<file path="config.mk">
export PLATFORM = sky130hd
export DESIGN_NAME = mem_bist
export DESIGN_NICKNAME = d
export VERILOG_FILES = /design/src/rtl/mem_bist.sv
export SDC_FILE = /design/constraint.sdc
export NUM_CORES = 1
export LEC_CHECK = 0
export BUFFER_PORTS_ARGS = -buffer_cell sky130_fd_sc_hd__buf_2
export CORE_MARGIN = 2
export CORE_UTILIZATION = 58
export CTS_BUF_LIST = sky130_fd_sc_hd__clkbuf_2
export DETAILED_ROUTE_END_ITERATION = 6
export HOLD_SLACK_MARGIN = 0.1
export PLACE_DENSITY_LB_ADDON = 0.2
export SLEW_MARGIN = 20
export SYNTH_ARGS = -nofsm -noshare
export SYNTH_HDL_FRONTEND = slang
export SYNTH_SLANG_ARGS = --single-unit
</file>
<file path="constraint.sdc">
create_clock -name i_clk -period 3.4 [get_ports i_clk]
set_clock_uncertainty 0.1 [all_clocks]
set_input_delay 0.34 -clock i_clk [delete_from_list [all_inputs] [get_ports i_clk]]
set_output_delay 0.34 -clock i_clk [all_outputs]
set_load 0.02 [all_outputs]
</file>
<file path="src/rtl/mem_bist.sv">
// mem_bist: March C- built-in self-test sequencer for an asynchronous AWxDW array.
//
// Drives the array's address/data/enable/rw inputs at one access per clock while a
// test runs. It checks every read against the expected background and stops at the
// first mismatch, reporting the failing address and the data word that was read.
// An external mux keyed on o_busy hands the array back to functional logic.
//
// Ports:
//   i_clk        system clock, rising edge
//   i_rst        synchronous active-high reset
//   i_start      one-cycle test request, honoured only in idle/done
//   o_busy       high while the march runs
//   o_done       high from test completion until the next accepted start
//   o_pass       valid with o_done; 1 = no mismatch seen
//   o_fail_addr  address of the first mismatch (0 on pass)
//   o_fail_data  data read at the first mismatch (0 on pass)
//   o_mem_a      array address
//   o_mem_di     array write data
//   o_mem_e      array enable
//   o_mem_rw     1 = read, 0 = write
//   i_mem_d      array read data
module mem_bist #(
  parameter int unsigned AW = 6,
  parameter int unsigned DW = 4
) (
  input  logic          i_clk,
  input  logic          i_rst,
  input  logic          i_start,
  output logic          o_busy,
  output logic          o_done,
  output logic          o_pass,
  output logic [AW-1:0] o_fail_addr,
  output logic [DW-1:0] o_fail_data,
  output logic [AW-1:0] o_mem_a,
  output logic [DW-1:0] o_mem_di,
  output logic          o_mem_e,
  output logic          o_mem_rw,
  input  logic [DW-1:0] i_mem_d
);

  typedef enum logic [2:0] {
    StIdle,
    StM0,
    StM1,
    StM2,
    StM3,
    StM4,
    StM5,
    StDone
  } state_e;

  localparam logic [AW-1:0] AddrMax  = '1;
  localparam logic [AW-1:0] AddrZero = '0;
  localparam logic [DW-1:0] DataOnes = '1;
  localparam logic [DW-1:0] DataZero = '0;

  // Sequencer state: element, operation within a two-op element, address.
  state_e        r_state;
  state_e        w_state_d;
  logic          r_wr_phase;    // two-op elements: 0 = read slot, 1 = write slot
  logic          w_wr_phase_d;
  logic [AW-1:0] r_addr;
  logic [AW-1:0] w_addr_d;

  // Next values of the registered outputs.
  logic          w_busy_d;
  logic          w_done_d;
  logic          w_pass_d;
  logic [AW-1:0] w_fail_addr_d;
  logic [DW-1:0] w_fail_data_d;
  logic [AW-1:0] w_mem_a_d;
  logic [DW-1:0] w_mem_di_d;
  logic          w_mem_e_d;
  logic          w_mem_rw_d;

  // Current-cycle decode.
  logic          w_two_op;
  logic          w_read_now;
  logic [DW-1:0] w_exp_data;
  logic          w_mismatch;
  logic          w_accept;
  logic          w_clean_end;

  always_comb begin
    w_two_op    = (r_state == StM1) || (r_state == StM2) ||
                  (r_state == StM3) || (r_state == StM4);
    w_read_now  = (w_two_op && !r_wr_phase) || (r_state == StM5);
    // r1 is expected only in M2 and M4; every other read expects zeros.
    w_exp_data  = ((r_state == StM2) || (r_state == StM4)) ? DataOnes : DataZero;
    // The read cycle ends at this edge, so i_mem_d is the data being checked.
    w_mismatch  = w_read_now && (i_mem_d != w_exp_data);
    w_accept    = i_start && ((r_state == StIdle) || (r_state == StDone));
    w_clean_end = (r_state == StM5) && !w_mismatch && (r_addr == AddrMax);
  end

  // State register process.
  always_ff @(posedge i_clk) begin
    if (i_rst) begin
      r_state     <= StIdle;
      r_wr_phase  <= 1'b0;
      r_addr      <= '0;
      o_busy      <= 1'b0;
      o_done      <= 1'b0;
      o_pass      <= 1'b0;
      o_fail_addr <= '0;
      o_fail_data <= '0;
      o_mem_a     <= '0;
      o_mem_di    <= '0;
      o_mem_e     <= 1'b0;
      o_mem_rw    <= 1'b1;
    end else begin
      r_state     <= w_state_d;
      r_wr_phase  <= w_wr_phase_d;
      r_addr      <= w_addr_d;
      o_busy      <= w_busy_d;
      o_done      <= w_done_d;
      o_pass      <= w_pass_d;
      o_fail_addr <= w_fail_addr_d;
      o_fail_data <= w_fail_data_d;
      o_mem_a     <= w_mem_a_d;
      o_mem_di    <= w_mem_di_d;
      o_mem_e     <= w_mem_e_d;
      o_mem_rw    <= w_mem_rw_d;
    end
  end

  // Next-state process: walks element / operation / address.
  always_comb begin
    w_state_d    = r_state;
    w_wr_phase_d = r_wr_phase;
    w_addr_d     = r_addr;
    unique case (r_state)
      StIdle, StDone: begin
        if (i_start) begin
          w_state_d    = StM0;
          w_wr_phase_d = 1'b0;
          w_addr_d     = AddrZero;
        end
      end
      StM0: begin
        if (r_addr == AddrMax) begin
          w_state_d = StM1;
          w_addr_d  = AddrZero;
        end else begin
          w_addr_d = r_addr + AW'(1);
        end
      end
      StM1, StM2: begin
        if (!r_wr_phase) begin
          if (w_mismatch) begin
            w_state_d = StDone;
            w_addr_d  = AddrZero;
          end else begin
            w_wr_phase_d = 1'b1;
          end
        end else begin
          w_wr_phase_d = 1'b0;
          if (r_addr == AddrMax) begin
            // M1 hands over to ascending M2; M2 to descending M3 starting at the top.
            w_state_d = (r_state == StM1) ? StM2 : StM3;
            w_addr_d  = (r_state == StM1) ? AddrZero : AddrMax;
          end else begin
            w_addr_d = r_addr + AW'(1);
          end
        end
      end
      StM3, StM4: begin
        if (!r_wr_phase) begin
          if (w_mismatch) begin
            w_state_d = StDone;
            w_addr_d  = AddrZero;
          end else begin
            w_wr_phase_d = 1'b1;
          end
        end else begin
          w_wr_phase_d = 1'b0;
          if (r_addr == AddrZero) begin
            // M3 hands over to descending M4; M4 to ascending M5 from address 0.
            w_state_d = (r_state == StM3) ? StM4 : StM5;
            w_addr_d  = (r_state == StM3) ? AddrMax : AddrZero;
          end else begin
            w_addr_d = r_addr - AW'(1);
          end
        end
      end
      StM5: begin
        if (w_mismatch || (r_addr == AddrMax)) begin
          w_state_d = StDone;
          w_addr_d  = AddrZero;
        end else begin
          w_addr_d = r_addr + AW'(1);
        end
      end
      default: begin
        w_state_d    = StIdle;
        w_wr_phase_d = 1'b0;
        w_addr_d     = AddrZero;
      end
    endcase
  end

  // Output process: the access presented next cycle follows the next state, so the
  // array pins stay registered while the first access appears at the start edge.
  always_comb begin
    w_busy_d      = (w_state_d != StIdle) && (w_state_d != StDone);
    w_mem_e_d     = w_busy_d;
    w_mem_a_d     = w_busy_d ? w_addr_d : AddrZero;
    w_mem_rw_d    = 1'b1;
    w_mem_di_d    = DataZero;
    if (w_state_d == StM0) begin
      w_mem_rw_d = 1'b0;
    end else if (((w_state_d == StM1) || (w_state_d == StM2) ||
                  (w_state_d == StM3) || (w_state_d == StM4)) && w_wr_phase_d) begin
      w_mem_rw_d = 1'b0;
      // w1 in M1 and M3; w0 in M2 and M4.
      if ((w_state_d == StM1) || (w_state_d == StM3)) begin
        w_mem_di_d = DataOnes;
      end
    end

    w_done_d      = o_done;
    w_pass_d      = o_pass;
    w_fail_addr_d = o_fail_addr;
    w_fail_data_d = o_fail_data;
    if (w_accept) begin
      w_done_d      = 1'b0;
      w_pass_d      = 1'b0;
      w_fail_addr_d = '0;
      w_fail_data_d = '0;
    end else if (w_mismatch) begin
      // Only the first mismatch is recorded: the run aborts here.
      w_done_d      = 1'b1;
      w_pass_d      = 1'b0;
      w_fail_addr_d = o_mem_a;
      w_fail_data_d = i_mem_d;
    end else if (w_clean_end) begin
      w_done_d      = 1'b1;
      w_pass_d      = 1'b1;
      w_fail_addr_d = '0;
      w_fail_data_d = '0;
    end
  end

endmodule

</file>
==> flow_metrics.env <==
export IMPL_synth_mux_area_share_pct=1.08
export IMPL_ys_seq_area_share_pct=31.6
export IMPL_gp_congestion=0.928
export IMPL_drive_above_1_share_pct=21.3
export IMPL_synthAdderAreaFrac_pct=1.27
export IMPL_path_class="flip-flop to flip-flop"
export IMPL_period_share_pct=85.8
export IMPL_postSynthCellCount=251
export IMPL_cts_tree="yes"
export IMPL_power_density_nw_per_um2=335
export IMPL_cts_resized=0
export IMPL_postSynthAreaPerCell_um2=7.83
export IMPL_nNetsFinal=276
export IMPL_relSlewSlack_pct=53.0
export IMPL_first_pass_iters=5
export IMPL_syn_cell_area_um2=1960
export IMPL_grt_start_max_net_pins=22
export IMPL_clkSlewWorstSetupHoldPaths_ps=170
export IMPL_ioPinCount=32
export IMPL_tightest_slew_ps=701
export IMPL_clk_latency_ps=390
export IMPL_area_delta_synth_final_pct=9.87
export IMPL_fmax_mhz=343
export IMPL_num_rows=21
export IMPL_final_cells=314
export IMPL_finalSetupViolations=0
export IMPL_drv_slew=0
export IMPL_finalPower_mw=0.723
export IMPL_cp_data_required_time_ps=3630
export IMPL_hold_slack_ps=202
export IMPL_drt_iter0_drc=200
export IMPL_core_area_um2=3280
export IMPL_placedCellCount=302
export IMPL_numPortBuffers=31
export IMPL_cts_setup_buffers=0
export IMPL_cts_sinks=31
export IMPL_place_hpwl_um=3450
export IMPL_antenna_found_initial=0
export IMPL_finalSetupTns_ps=0
export IMPL_irDropWorstVdd_v=0.000229
export IMPL_synth_top_family_by_area="simple AND/OR/NAND/NOR gates"
export IMPL_yosysUniqueCellTypes=60
export IMPL_wl_per_cell_um=15.9
export IMPL_yosys_warnings=0
export IMPL_final_util_pct=65.7
export IMPL_initial_utilization_pct=59.8
export IMPL_cp_max_fo=20
export IMPL_layout_common_cells="31 x buf_2, 31 x dfxtp_1, 26 x a21oi_1, 24 x nand2_1, 16 x nand3_1"
export IMPL_cts_buffers=5
export IMPL_critPathCaptureType="flip-flop"
export IMPL_totalWireLength_um=5000
export IMPL_hp_class="input port to flip-flop"
export IMPL_synth_seq_cells=31
export IMPL_arrival_ps=3150
export IMPL_rsz0062_at_grt="false"
export IMPL_power_leakage_nw=0.835
export IMPL_overflow=0
export IMPL_track_usage_pct=27.5
export IMPL_synth_largest_area_cell="dfxtp_1"
export IMPL_num_antenna_cells=0
export IMPL_htree_levels=2
export IMPL_die_area_um2=3870
export IMPL_synth_xor_area_share_pct=3.06
export IMPL_root_buffer="clkbuf_2"
export IMPL_finalHoldViolCount=0
export IMPL_drv_cap=0
export IMPL_async_flop_share_pct=0
export IMPL_synth_edf_count=0
export IMPL_synth_simple_area_share_pct=28.2
export IMPL_synth_compound_area_share_pct=26.3
export IMPL_remaining_drc_errors=0
export IMPL_synth_top_cell_area_share_pct=31.6
export IMPL_postSynth_topFlopCell="dfxtp_1"
export IMPL_antenna_left=0
export IMPL_min_period_ps=2920
export IMPL_synth_area_leaders="dfxtp_1 32%, a21oi_1 6.6%, nand2_1 4.6%"
export IMPL_vias=1944
export IMPL_syn_nets=260
export IMPL_fp_dieH_um=62.2
export IMPL_die_width_um=62.2
export IMPL_grt_pass1_wl_um=8540
export IMPL_max_clock_path_buffers=2
export IMPL_viasPerCell=6.19
export IMPL_cp_start_kind="flip-flop"
export IMPL_status="complete, no violations"
export IMPL_grt_pass1_vias=1791
[final timing paths]
check / startpoint / endpoint / slack, ps / cells past startpoint
max reg2reg: r_state[0]$_SDFF_PP0_ / o_mem_a[5]$_SDFF_PP0_ / 480 / 6
max: r_state[0]$_SDFF_PP0_ / o_mem_a[5]$_SDFF_PP0_ / 480 / 6
min: i_rst / r_addr[4]$_SDFF_PP0_ / 200 / 2
min reg2reg: o_mem_a[4]$_SDFF_PP0_ / o_fail_addr[4]$_SDFFE_PP0P_ / 360 / 2
[repair_timing]
item | CTS | global route
setup endpoints to repair | 0 | 0
endpoints found under the hold margin | 4 | 0
hold buffers | 4 | 0
[flip-flops by register name, summed over array words and instances, names as in the netlist, 3 cells and up]
register	cells
o_fail_data	4
o_mem_a	6
r_addr	6
r_state	3
o_fail_addr	6
[synthesized netlist by cell type, types with 3 or more instances]
master,n
nand2_1,24
buf_4,7
a21oi_1,26
inv_1,9
nand3_1,16
xnor2_1,3
buf_2,7
nand2b_1,4
a31oi_1,5
a21o_1,4
a22oi_1,3
nor3_1,11
and3_1,3
nand4_1,4
o21ai_0,12
nor2_1,15
dfxtp_1,31
clkbuf_1,10
[critical path, stage by stage, from the launching register on]
cell and delay (ps):
dfxtp_1 740, inv_1 300, nor3_1 580, or3_1 520, a21oi_1 130, o32a_1 330, nor3_1 170
[stage by stage]
stage / instance area, um^2 / setup slack (ps)
2_1_floorplan: 1960 / 1000
3_3_place_gp: 2040 / 675
3_5_place_dp: 2050 / 544
4_1_cts: 2160 / 518
5_1_grt: 2160 / 235
6_report: 2160 / 481
[power by group]
| group | internal (mW) | switching [mW] |
|---|---|---|
| sequential | 0.369 | 0.00970 |
| combinational | 0.0339 | 0.0495 |
| clock | 0.124 | 0.136 |
| total | 0.528 | 0.195 |
[cell type report]
type	count	area, um^2
Fill cell	292	1130
Tap cell	46	57.6
Clock inverter	3	43.8
Sequential cell	31	621
Clock buffer	5	25.0
Inverter	9	33.8
Multi-Input combinational cell	185	1180
Timing Repair Buffer	35	195
[cells by family after synthesis]
logic type,Yosys count
AND/OR/NAND/NOR,101
AO/OA/AOI/OAI,74
multiplexers,2
buffers and inverters,35
adder cells (fa/ha/maj),2
XOR/XNOR,6
flip-flops,31
[layer usage]
metal	track usage (%)	share of wire (%)
met1	35.9	42
met3	6.88	8.8
met2	43.6	47
met4	11.1	2.5
met5	0	0
Power figures use the tool's default switching activity.
